<file path="config.mk">
export PLATFORM = sky130hd
export DESIGN_NAME = stego_core_arbiter
export DESIGN_NICKNAME = d
export VERILOG_FILES = /design/src/rtl/stego_pkg.sv /design/src/rtl/stego_sync.sv /design/src/rtl/stego_core_arbiter.sv
export SDC_FILE = /design/constraint.sdc
export NUM_CORES = 1
export LEC_CHECK = 0
export CAP_MARGIN = 40
export CORE_MARGIN = 2
export CORE_UTILIZATION = 50
export DETAILED_ROUTE_END_ITERATION = 10
export GPL_TIMING_DRIVEN = 0
export PLACE_DENSITY = 0.8
export SKIP_LAST_GASP = 1
export SYNTH_ARGS = -nofsm -noshare
export SYNTH_HDL_FRONTEND = slang
export SYNTH_SLANG_ARGS = --single-unit
export TNS_END_PERCENT = 5
</file>
<file path="constraint.sdc">
create_clock -name clk_wb -period 2.5 [get_ports clk_wb]
set_input_delay 0.5 -clock clk_wb [delete_from_list [all_inputs] [get_ports clk_wb]]
set_output_delay 0.5 -clock clk_wb [all_outputs]
set_load 0.02 [all_outputs]
</file>
<file path="src/rtl/stego_pkg.sv">
// Shared types and constants for the stego core arbiter.
package stego_pkg;

  localparam int DATA_W_DEF = 8;

  // Value driven on core_owner: the core picks its key/data source from it
  localparam logic OWNER_WB  = 1'b0;
  localparam logic OWNER_PIN = 1'b1;

  typedef enum logic [1:0] {
    IDLE,
    GRANT,
    WAIT,
    RESP
  } state_t;

endpackage

</file>
<file path="src/rtl/stego_sync.sv">
// Multi-flop synchroniser for a single asynchronous level, resets to 0.
module stego_sync #(
  parameter int STAGES = 2
) (
  input  logic clk,
  input  logic rst_n,
  input  logic d,
  output logic q
);

  logic [STAGES-1:0] sync_q;

  // Shift the async level through STAGES flops
  // NOTE: clocked state uses non-blocking assignments so every flop samples pre-edge values.
  always_ff @(posedge clk or negedge rst_n) begin
    if (!rst_n) sync_q <= '0;
    else        sync_q <= {sync_q[STAGES-2:0], d};
  end

  assign q = sync_q[STAGES-1];

endmodule

</file>
<file path="src/rtl/stego_core_arbiter.sv">
// Arbitrates the Wishbone and pin requesters onto a single LSB-embedding core,
// launches the core, waits for completion or timeout, and returns the result.
module stego_core_arbiter
  import stego_pkg::*;
#(
  parameter int DATA_W      = DATA_W_DEF,
  parameter int TIMEOUT     = 255,
  parameter int SYNC_STAGES = 2
) (
  input  logic              clk_wb,
  input  logic              rst_wb_n,
  input  logic              wb_cyc,
  input  logic              wb_stb,
  input  logic              wb_we,
  input  logic [DATA_W-1:0] wb_cover,
  output logic              wb_ack,
  output logic [DATA_W-1:0] wb_out,
  input  logic              pin_req,
  input  logic [DATA_W-1:0] pin_cover,
  output logic              pin_done,
  output logic [DATA_W-1:0] pin_out,
  input  logic              sel,
  output logic              core_start,
  output logic [DATA_W-1:0] core_cover,
  output logic              core_owner,
  output logic              core_abort,
  input  logic              core_done,
  input  logic [DATA_W-1:0] core_result,
  output logic              err_timeout,
  input  logic              err_clr
);

  localparam int              CNT_W   = $clog2(TIMEOUT + 1);
  localparam logic [CNT_W-1:0] CNT_MAX = CNT_W'(TIMEOUT);

  state_t            state, state_nxt;
  logic              pin_req_s;
  logic              pin_armed;
  logic              last_owner;
  logic              wb_rd_ack;
  logic [DATA_W-1:0] wb_rd_data;
  logic [DATA_W-1:0] wb_last;
  logic [DATA_W-1:0] result_q;
  logic [CNT_W-1:0]  to_cnt;

  logic              wb_rd, wb_req, pin_ok, grant_owner, wb_resp;
  logic [DATA_W-1:0] result_nxt;

  stego_sync #(.STAGES(SYNC_STAGES)) u_pin_sync (
    .clk   (clk_wb),
    .rst_n (rst_wb_n),
    .d     (pin_req),
    .q     (pin_req_s)
  );

  // A read is only served from IDLE and takes precedence over a write that cycle
  assign wb_rd  = (state == IDLE) & wb_cyc & wb_stb & ~wb_we & ~wb_ack;
  assign wb_req = wb_cyc & wb_stb & wb_we & ~wb_ack;
  assign pin_ok = pin_req_s & pin_armed & ~sel;

  // On a tie the requester that did not go last wins
  assign grant_owner = (wb_req & pin_ok) ? ~last_owner :
                       (pin_ok ? OWNER_PIN : OWNER_WB);

  // A timeout reports a zero result; a late done on the last cycle still counts
  assign result_nxt = core_done ? core_result : '0;

  // Next state plus the single-cycle core strobes (abort reacts to core_done in the same cycle)
  // NOTE: every combinational output gets a default first so no path leaves it unassigned (no latch).
  always_comb begin
    state_nxt  = state;
    core_start = 1'b0;
    core_abort = 1'b0;
    case (state)
      IDLE:  if (!wb_rd && (wb_req || pin_ok)) state_nxt = GRANT;
      GRANT: begin
        core_start = 1'b1;
        state_nxt  = WAIT;
      end
      WAIT: begin
        if (core_done) begin
          state_nxt = RESP;
        end else if (to_cnt == CNT_MAX) begin
          core_abort = 1'b1;
          state_nxt  = RESP;
        end
      end
      RESP:    state_nxt = IDLE;
      default: state_nxt = IDLE;
    endcase
  end

  // State register
  always_ff @(posedge clk_wb or negedge rst_wb_n) begin
    if (!rst_wb_n) state <= IDLE;
    else           state <= state_nxt;
  end

  // Grant capture, timeout counting and result capture
  always_ff @(posedge clk_wb or negedge rst_wb_n) begin
    if (!rst_wb_n) begin
      core_cover <= '0;
      core_owner <= OWNER_WB;
      to_cnt     <= '0;
      result_q   <= '0;
      pin_out    <= '0;
    end else begin
      case (state)
        IDLE: begin
          if (state_nxt == GRANT) begin
            core_owner <= grant_owner;
            core_cover <= (grant_owner == OWNER_PIN) ? pin_cover : wb_cover;
          end
        end
        GRANT: to_cnt <= '0;
        WAIT: begin
          if (state_nxt == RESP) begin
            result_q <= result_nxt;
            if (core_owner == OWNER_PIN) pin_out <= result_nxt;
          end else begin
            to_cnt <= to_cnt + 1'b1;
          end
        end
        default: ;
      endcase
    end
  end

  // Read path, round-robin history, pin re-arm and the sticky timeout flag
  always_ff @(posedge clk_wb or negedge rst_wb_n) begin
    if (!rst_wb_n) begin
      wb_rd_ack   <= 1'b0;
      wb_rd_data  <= '0;
      wb_last     <= '0;
      last_owner  <= OWNER_PIN;
      pin_armed   <= 1'b1;
      err_timeout <= 1'b0;
    end else begin
      wb_rd_ack <= wb_rd;
      if (wb_rd) wb_rd_data <= wb_last;
      if (state == RESP) begin
        last_owner <= core_owner;
        if (core_owner == OWNER_WB) wb_last <= result_q;
      end
      // A held pin request is served once; it must be seen low before it counts again
      if (state == RESP && core_owner == OWNER_PIN) pin_armed <= 1'b0;
      else if (!pin_req_s)                          pin_armed <= 1'b1;
      if (core_abort)   err_timeout <= 1'b1;
      else if (err_clr) err_timeout <= 1'b0;
    end
  end

  assign wb_resp  = (state == RESP) & (core_owner == OWNER_WB);
  assign wb_ack   = wb_rd_ack | wb_resp;
  assign wb_out   = wb_resp ? result_q : (wb_rd_ack ? wb_rd_data : '0);
  assign pin_done = (state == RESP) & (core_owner == OWNER_PIN);

endmodule

</file>
# Yosys cells after proc, flatten, opt, wreduce, memory -nomap -nowiden
# Index checks and enable logic that the tools add are counted.
# Widths: inputs -> output; s select.
[word_totals] wordCells=72 reg_bits=57 out_inout_bits=30
[classes] n_reduce_logical=12 bitwise=18 eq_ne=8 n_addsub=1 mux=20
[ops] op="$mux 8" count=5
[ops] op="$pmux 8 s2" count=1
[ops] op="$and 1x1->1" count=12
[ops] op="$mux 1" count=10
[ops] op="$add 8x1->8 const B" count=1
[ops] op="$eq 8x8->1 const B" count=1
[ops] op="$pmux 2 s4" count=1
[ops] op="$reduce_and 2->1" count=4
[ops] op="$eq 2x2->1 const B" count=3
[ops] op="$mux 2" count=3
[ops] op="$not 1->1" count=5
[ops] op="$eq 2x1->1 const B" count=2
[ops] op="$ne 2x2->1 const B" count=2
[ops] op="$reduce_bool 2->1" count=2
[ops] op="$reduce_and 3->1" count=1
[ops] op="$logic_and 1x1->1" count=2
[ops] op="$logic_not 2->1" count=1
[ops] op="$logic_not 1->1" count=1
[ops] op="$logic_or 1x1->1" count=1
[ops] op="$or 1x1->1" count=1

# Logic depth before layout (Yosys ltp)
[depth] ltp_word=12 mapped_depth=8

# Cells and area by module
# Synthesis repeated with hierarchy kept, for this count alone.
[hier_totals] cells_unflattened=229 hier_area_um2=2808.9
[by_module_without_submodules] module="stego_core_arbiter" cells_each=227 area_each_um2=2758.9 instances=1
[by_module_without_submodules] module="stego_sync" cells_each=2 area_each_um2=50.0 instances=1

# Worst setup path after synthesis
# Ideal clock, no wire load.
[synth_timing] path_kind="register to output" start="register state[0]" end="output port wb_out[0]" required_ns=2.000 n_path_buf=1 slack_ns=0.437 t_arrival_ns=1.563 stages_incl_launch_ff=6 cell_sequence="dfrtp_1 ha_1 nor2b_1 buf_2 nor2_1 a22o_1"
[synth_via] elab_chain_cells=3
[synth_lines] item="start: declaration" line_no="stego_core_arbiter.sv:36" source="state_t state, state_nxt;"
[synth_lines] item="start signal: assignment" line_no="stego_core_arbiter.sv:96" source="else state <= state_nxt;"
[synth_lines] item="$eq 2x2->1" line_no="stego_core_arbiter.sv:153" source="assign wb_resp = (state == RESP) & (core_owner == OWNER_WB);"
[synth_lines] item="$and 1x1->1" line_no="stego_core_arbiter.sv:153"
[synth_lines] item="$mux 8" line_no="stego_core_arbiter.sv:155" source="assign wb_out = wb_resp ? result_q : (wb_rd_ack ? wb_rd_data : '0);"
[synth_lines] item="end: declaration" line_no="stego_core_arbiter.sv:17" source="output logic [DATA_W-1:0] wb_out,"
# No other way between the ends.

# Worst setup path after layout
[layout_timing] start="register state[0]" end="output port wb_ack"
[layout_via] elab_chain_cells=3
[layout_lines] item="$eq 2x2->1" line_no="stego_core_arbiter.sv:153"
[layout_lines] item="$and 1x1->1" line_no="stego_core_arbiter.sv:153"
[layout_lines] item="$or 1x1->1" line_no="stego_core_arbiter.sv:154" source="assign wb_ack = wb_rd_ack | wb_resp;"
[layout_lines] item="end: declaration" line_no="stego_core_arbiter.sv:16" source="output logic wb_ack,"
# No other way between the ends.

==> flow_metrics.tcl <==
set metrics [dict create \
    async_flop_share_pct 100.0 \
    final_hold_viol_count 0 \
    drv_slew 0 \
    cap_viol_max_count 0 \
    num_antenna_cells 0 \
    drt-vias-per-instance 5.430 \
    dr.pass1.iters 6 \
    fin_ws_ns 0.04241 \
    worstMarginPinSlew_ns 0.6060 \
    setup-violations-final 0 \
    ir_drop_uv 745.9 \
    post-route-util_pct 71.25 \
    cts_made_buffers 9 \
    clk_latency_ns 0.34 \
    start_util_pct 52.81 \
    p_sw_uw 1623 \
    cp.arrival_ns 1.96 \
    synth_most_common_cell "dfrtp_1" \
    power.density_nw_per_um2 1195 \
    synth_fp_nets 267 \
    core_sq_um 5205 \
    fill_cells 391 \
    dieArea_sq_um 6107 \
    p_seq_share_pct 35.1 \
    synth_cell_types 43 \
    combPwrFrac_pct 43.0 \
    yosys-top-cells-count "dfrtp_1, mux2_2, nand2_1" \
    track_usage_pct 21.33 \
    die_x_um 78.15 \
    multiInputGateArea_sq_um 1259 \
    num_vias 2058 \
    htree_levels 3 \
    cp-start-kind "flip-flop" \
    slew-limit-headroom_pct 59.60 \
    slowest_delay_ns 0.61 \
    dp_hpwl_um 4333 \
    final_nets 343 \
    fin_crit_sh_pct 98.30 \
    cts_tree "done" \
    grt_max_degree 33 \
    cts_sinks 57 \
    synth_fa_ha_area_share_pct 2.731 \
    routed_wl_um 5994 \
    postSynthRegisterBits 57 \
    overflow 0 \
    placed_cells 361 \
    grt_pass1_vias 2075 \
    synth_xor_area_share_pct 0.3186 \
    rsz0062_at_grt "yes" \
    clock_skew_ns 0.005213 \
    numPortBuffers 62 \
    synthSimpleGateAreaFrac_pct 12.24 \
    status "finished clean" \
    synthMuxAreaShare_pct 17.52 \
    path_max_fanout 10 \
    gp_congestion 0.8258 \
    busiest_layer "met2" \
    synth_warnings 0 \
    required_ns 2.00 \
    p_int_uw 2809 \
    path_cells "ha_2 > nand2b_1 > buf_4 > nand2_1 > clkdlybuf4s50_1" \
    pre_cts_ws_ns -0.3369 \
    gr-usage-met1_pct 24.60 \
    grt_pass1_wl_um 9936 \
    ys_seq_area_share_pct 51.98 \
    path_clk_slew_ns 0.07 \
    end_kind "output port" \
    synth_area_leaders "dfrtp_1, mux2_2, mux2i_1" \
    clock_path_buffers 2 \
    finalNonFillerCells 379 \
    slowest_stage "clkdlybuf4s50_1" \
    period_minus_slack_ns 2.458 \
    boundaryPins 63 \
    synth_top_area_cell "dfrtp_1" \
    synth_top_family_by_area "multiplexers" \
    fmax_ghz 0.4069 \
    final_layout_size_suffix_gt1_share_pct 25.89 \
    synth_edf_count 0 \
    drt_iter0_drc 113 \
    p_leak_uw 0.001729 \
    hold_class "primary input to asynchronous set/reset pin" \
    area_growth_pct 34.91 \
    p_sw_share_pct 36.61 \
    pwr-share-clk_pct 21.9 \
    ant_nets 0 \
    yosysTopAreaCellShare_pct 50.07 \
    grt_use_met3_pct 8.161 \
    synth_compound_area_share_pct 12.24 \
    placement_rows 26 \
    seqCellArea_sq_um 1429 \
    post_drt_wl_per_cell_um 15.82 \
    drc 0 \
    syn_inst 228 \
    r2r_cells 7 \
    synth_area_sq_um 2749 \
    clockRootBuffer "clkbuf_8" \
    dieHeight_um 78.15 \
    dominantRegCellSynth "dfrtp_1" \
    crit_type "flip-flop to output port" \
    met2_usage_pct 37.16 \
    antenna_found_initial 0 \
    avgSynthCellArea_sq_um 12.06 \
]
[path summary, 6_finish.rpt]
| kind | startpoint | end | slack (ns) |
|---|---|---|---|
| max reg2reg | state[0]$_DFF_PN0_ | pin_out[2]$_DFFE_PN0P_ | 0.38 |
| min in group clk_wb | u_pin_sync.sync_q[0]$_DFF_PN0_ | u_pin_sync.sync_q[1]$_DFF_PN0_ | 0.36 |
| max in group asynchronous | rst_wb_n | last_owner$_DFFE_PN1N_ | 1.70 |
| min | rst_wb_n | core_cover[7]$_DFFE_PN0P_ | 0.17 |
| min reg2reg | u_pin_sync.sync_q[0]$_DFF_PN0_ | u_pin_sync.sync_q[1]$_DFF_PN0_ | 0.36 |
| max | state[0]$_DFF_PN0_ | wb_ack | 0.04 |
[per-layer routing]
metal / vias up / wire [um]
li1: 972 / -
met1: 1019 / 2494
met2: 59 / 3070
met3: 8 / 342
met4: 0 / 87
met5: - / 0
[what timing repair did]
action | CTS | global route
pin swaps | 1 | 0
gates resized for setup | 14 | 17
setup endpoints to repair | 9 | 10
setup buffers | 1 | 1
hold buffers | 0 | 0
[through the flow]
step | hold WS (ns) | instance area (sq um) | TNS [ns] | total power [uW]
after floorplan | 0.2044 | 2749 | 0 | 2766
after global placement | 0.3338 | 3457 | -49.17 | 3382
after detailed placement | 0.3363 | 3472 | -2.504 | 3452
after CTS | 0.1765 | 3711 | -1.072 | 4448
after global routing | 0.2097 | 3709 | -0.1498 | 4708
final | 0.1668 | 3709 | 0 | 4432
[power groups by stage]
stage          Combinational [uW]  Sequential (uW)  Clock [uW]
6_report                     1910             1550         972
5_1_grt                      2070             1600        1030
4_1_cts                      1900             1550         999
3_5_place_dp                 1890             1560           0
3_3_place_gp                 1840             1540           0
2_1_floorplan                1120             1640           0
[registers in the layout, indices dropped and copies added, names as in the netlist]
| signal | flops |
|---|---|
| to_cnt | 8 |
| wb_rd_ack | 1 |
| core_cover | 8 |
| wb_rd_data | 8 |
| pin_armed | 1 |
| state | 2 |
| err_timeout | 1 |
| u_pin_sync.sync_q | 2 |
| wb_last | 8 |
| pin_out | 8 |
| last_owner | 1 |
| result_q | 8 |
| core_owner | 1 |
[cell usage in the layout, fill, tap and decap left out, types with 2 or more instances in the layout]
cell type	netlist	layout
nand3_1	3	3
nor2_1	6	5
mux2i_1	11	11
o21ai_0	9	9
nand2_1	24	24
clkbuf_1	3	3
and2_1	10	10
clkdlybuf4s50_1	0	52
inv_1	8	7
ha_1	6	4
a21oi_1	5	5
buf_2	5	5
buf_4	2	4
ha_2	0	2
mux2_2	33	33
dlygate4sd2_1	0	2
clkbuf_2	0	6
a22o_1	8	8
o211ai_1	3	3
bufinv_16	0	2
o22ai_1	3	3
dfrtp_1	55	55
a311oi_1	2	2
nor3_1	3	3
and3_1	4	4
clkbuf_8	0	10
and4_1	2	2
dfstp_2	2	2
[final cells by class]
| class | count | area share, % |
|---|---|---|
| sequential | 57 | 38.53 |
| clock inverter | 6 | 2.429 |
| multi-input combinational | 153 | 33.94 |
| clock buffer | 10 | 3.711 |
| tap | 70 | 2.362 |
| inverter | 8 | 0.8097 |
| timing repair buffer | 65 | 16.67 |
| buffer | 10 | 1.552 |
[critical path: cells and delay by family, from the launching register on]
| family | cells | cell delay (ns) |
|---|---|---|
| flops | 1 | 0.42 |
| simple gates | 2 | 0.16 |
| fa+ha+maj | 1 | 0.25 |
| buf+inv | 2 | 0.79 |
[logic make-up after synthesis]
kind of cell / count (synthesis)
adders and majority gates: 6
buffers and inverters: 18
AOI/OAI and AO/OA: 41
xor gates and xnor gates: 1
and+or+nand+nor: 61
muxes: 44
DFF: 57
Power figures use the tool's default switching activity.
==> variant (same flow settings) <==
Set the parameter `TIMEOUT` to 510 (it was 255).
--- a/src/rtl/stego_core_arbiter.sv
+++ b/src/rtl/stego_core_arbiter.sv
@@ -4,7 +4,7 @@
   import stego_pkg::*;
 #(
   parameter int DATA_W      = DATA_W_DEF,
-  parameter int TIMEOUT     = 255,
+  parameter int TIMEOUT     = 510,
   parameter int SYNC_STAGES = 2
 ) (
   input  logic              clk_wb,
Function: same outputs for any inputs over 10 cycles, from zero or initial values and one cycle with rst_wb_n low; that may be too few to reach the edited logic, so the function may still have changed.
==> variant against the unedited design <==
- cell count increased by 3.7%
- sequential cell count increased by 1
- via count up 7.8%
- global-route usage up 1.2 points
- count of clock-buffer cells in the layout did not move
- cell area up 1.6%
- synthesized area up 3.7%
- total power decreased by 0.97%
- wire length grew 8.5%
- maximum frequency hardly changed
- worst setup slack lost 0.0014 ns
==> variant: results <==
set metrics [dict create \
    outcome "finished clean" \
    slowest_stage "clkdlybuf4s50_1" \
    synth_warnings 0 \
    place_congestion 0.842 \
    worstSkewPairLatency_ns 0.34 \
    synth_area_leaders "dfrtp_1 (49%), mux2_2 (13%), mux2i_1 (3.5%)" \
    hold_ws_ns 0.234 \
    hpwlAfterDp_mm 4.57 \
    hold_path.class "input pin to async pin" \
    final_cells 393 \
    pre_cts_slack_ns -0.314 \
    postCtsSetupBuffers 3 \
    nets 356 \
    rrSetupSlack_ns 0.11 \
    synth_nets 279 \
    dp_cells 374 \
    synthDistinctLibCells 47 \
    reg2reg_to "pin_out[0]" \
    power.net_switching_uw 1720 \
    largest_reg_flops 9 \
    dr_wl_met3_um 423 \
    grt_pass1_wl_mm 11.0 \
    placed_area_sq_um 3580 \
    layout-drive-gt1-share 0.262 \
    ctsHtreeMaxLevel 3 \
    regMostFlops "to_cnt" \
    wirelength_mm 6.50 \
    seq_area_frac_synth 0.510 \
    grt_use_met2 0.373 \
    powerComb_uw 1960 \
    vdd_drop_max_mv 0.774 \
    grt_util_met3 0.0486 \
    combinationalPowerShare 0.448 \
    drt-initial-drc-count 277 \
    maxSlewHeadroom 0.480 \
    use_met1 0.285 \
    met1_length_mm 2.77 \
    p_leak_uw 0.00173 \
    grt_pass1_vias 2313 \
    synth_common_cells "dfrtp_1 (56), mux2_2 (33), nand2_1 (19)" \
    r2r.worst_path.cells 6 \
    dr.pass1.iters 4 \
    met2_length_mm 3.20 \
    seqPwrFrac 0.373 \
    synth_cells 239 \
    via_per_inst 5.64 \
    gr-usage-all-layers 0.226 \
    finalClockSkew_ns 0.00642 \
]
variant: cell type report:
class | instances | area (sq um)
buffer | 7 | 45.0
clock buffer | 10 | 138
clock inverter | 6 | 41.3
fill | 431 | 1740
inverter | 12 | 45.0
multi-input combinational | 162 | 1330
sequential | 58 | 1450
tap | 72 | 90.1
timing repair buffer | 66 | 626
variant: logic make-up after synthesis:
kind of cell / share of synthesized area
AO/OA/AOI/OAI: 0.136
adder cells (fa/ha/maj): 0.0307
buffers and inverters: 0.0281
flip-flops: 0.510
multiplexers: 0.165
AND/OR/NAND/NOR: 0.130
variant: worst max path at each step:
| stage | from | endpoint | slack, ns | cells past startpoint |
|---|---|---|---|---|
| CTS | state[0] | wb_out[3] | -0.19 | 7 |
| detailed placement | state[0] | wb_out[7] | -0.31 | 6 |
| floorplan | state[0] | pin_out[0] | 0.33 | 6 |
| global placement | rst_wb_n | wb_last[0] | -0.90 | 1 |
| global route | state[0] | wb_out[1] | -0.03 | 7 |
| finish | state[0] | wb_ack | 0.04 | 5 |
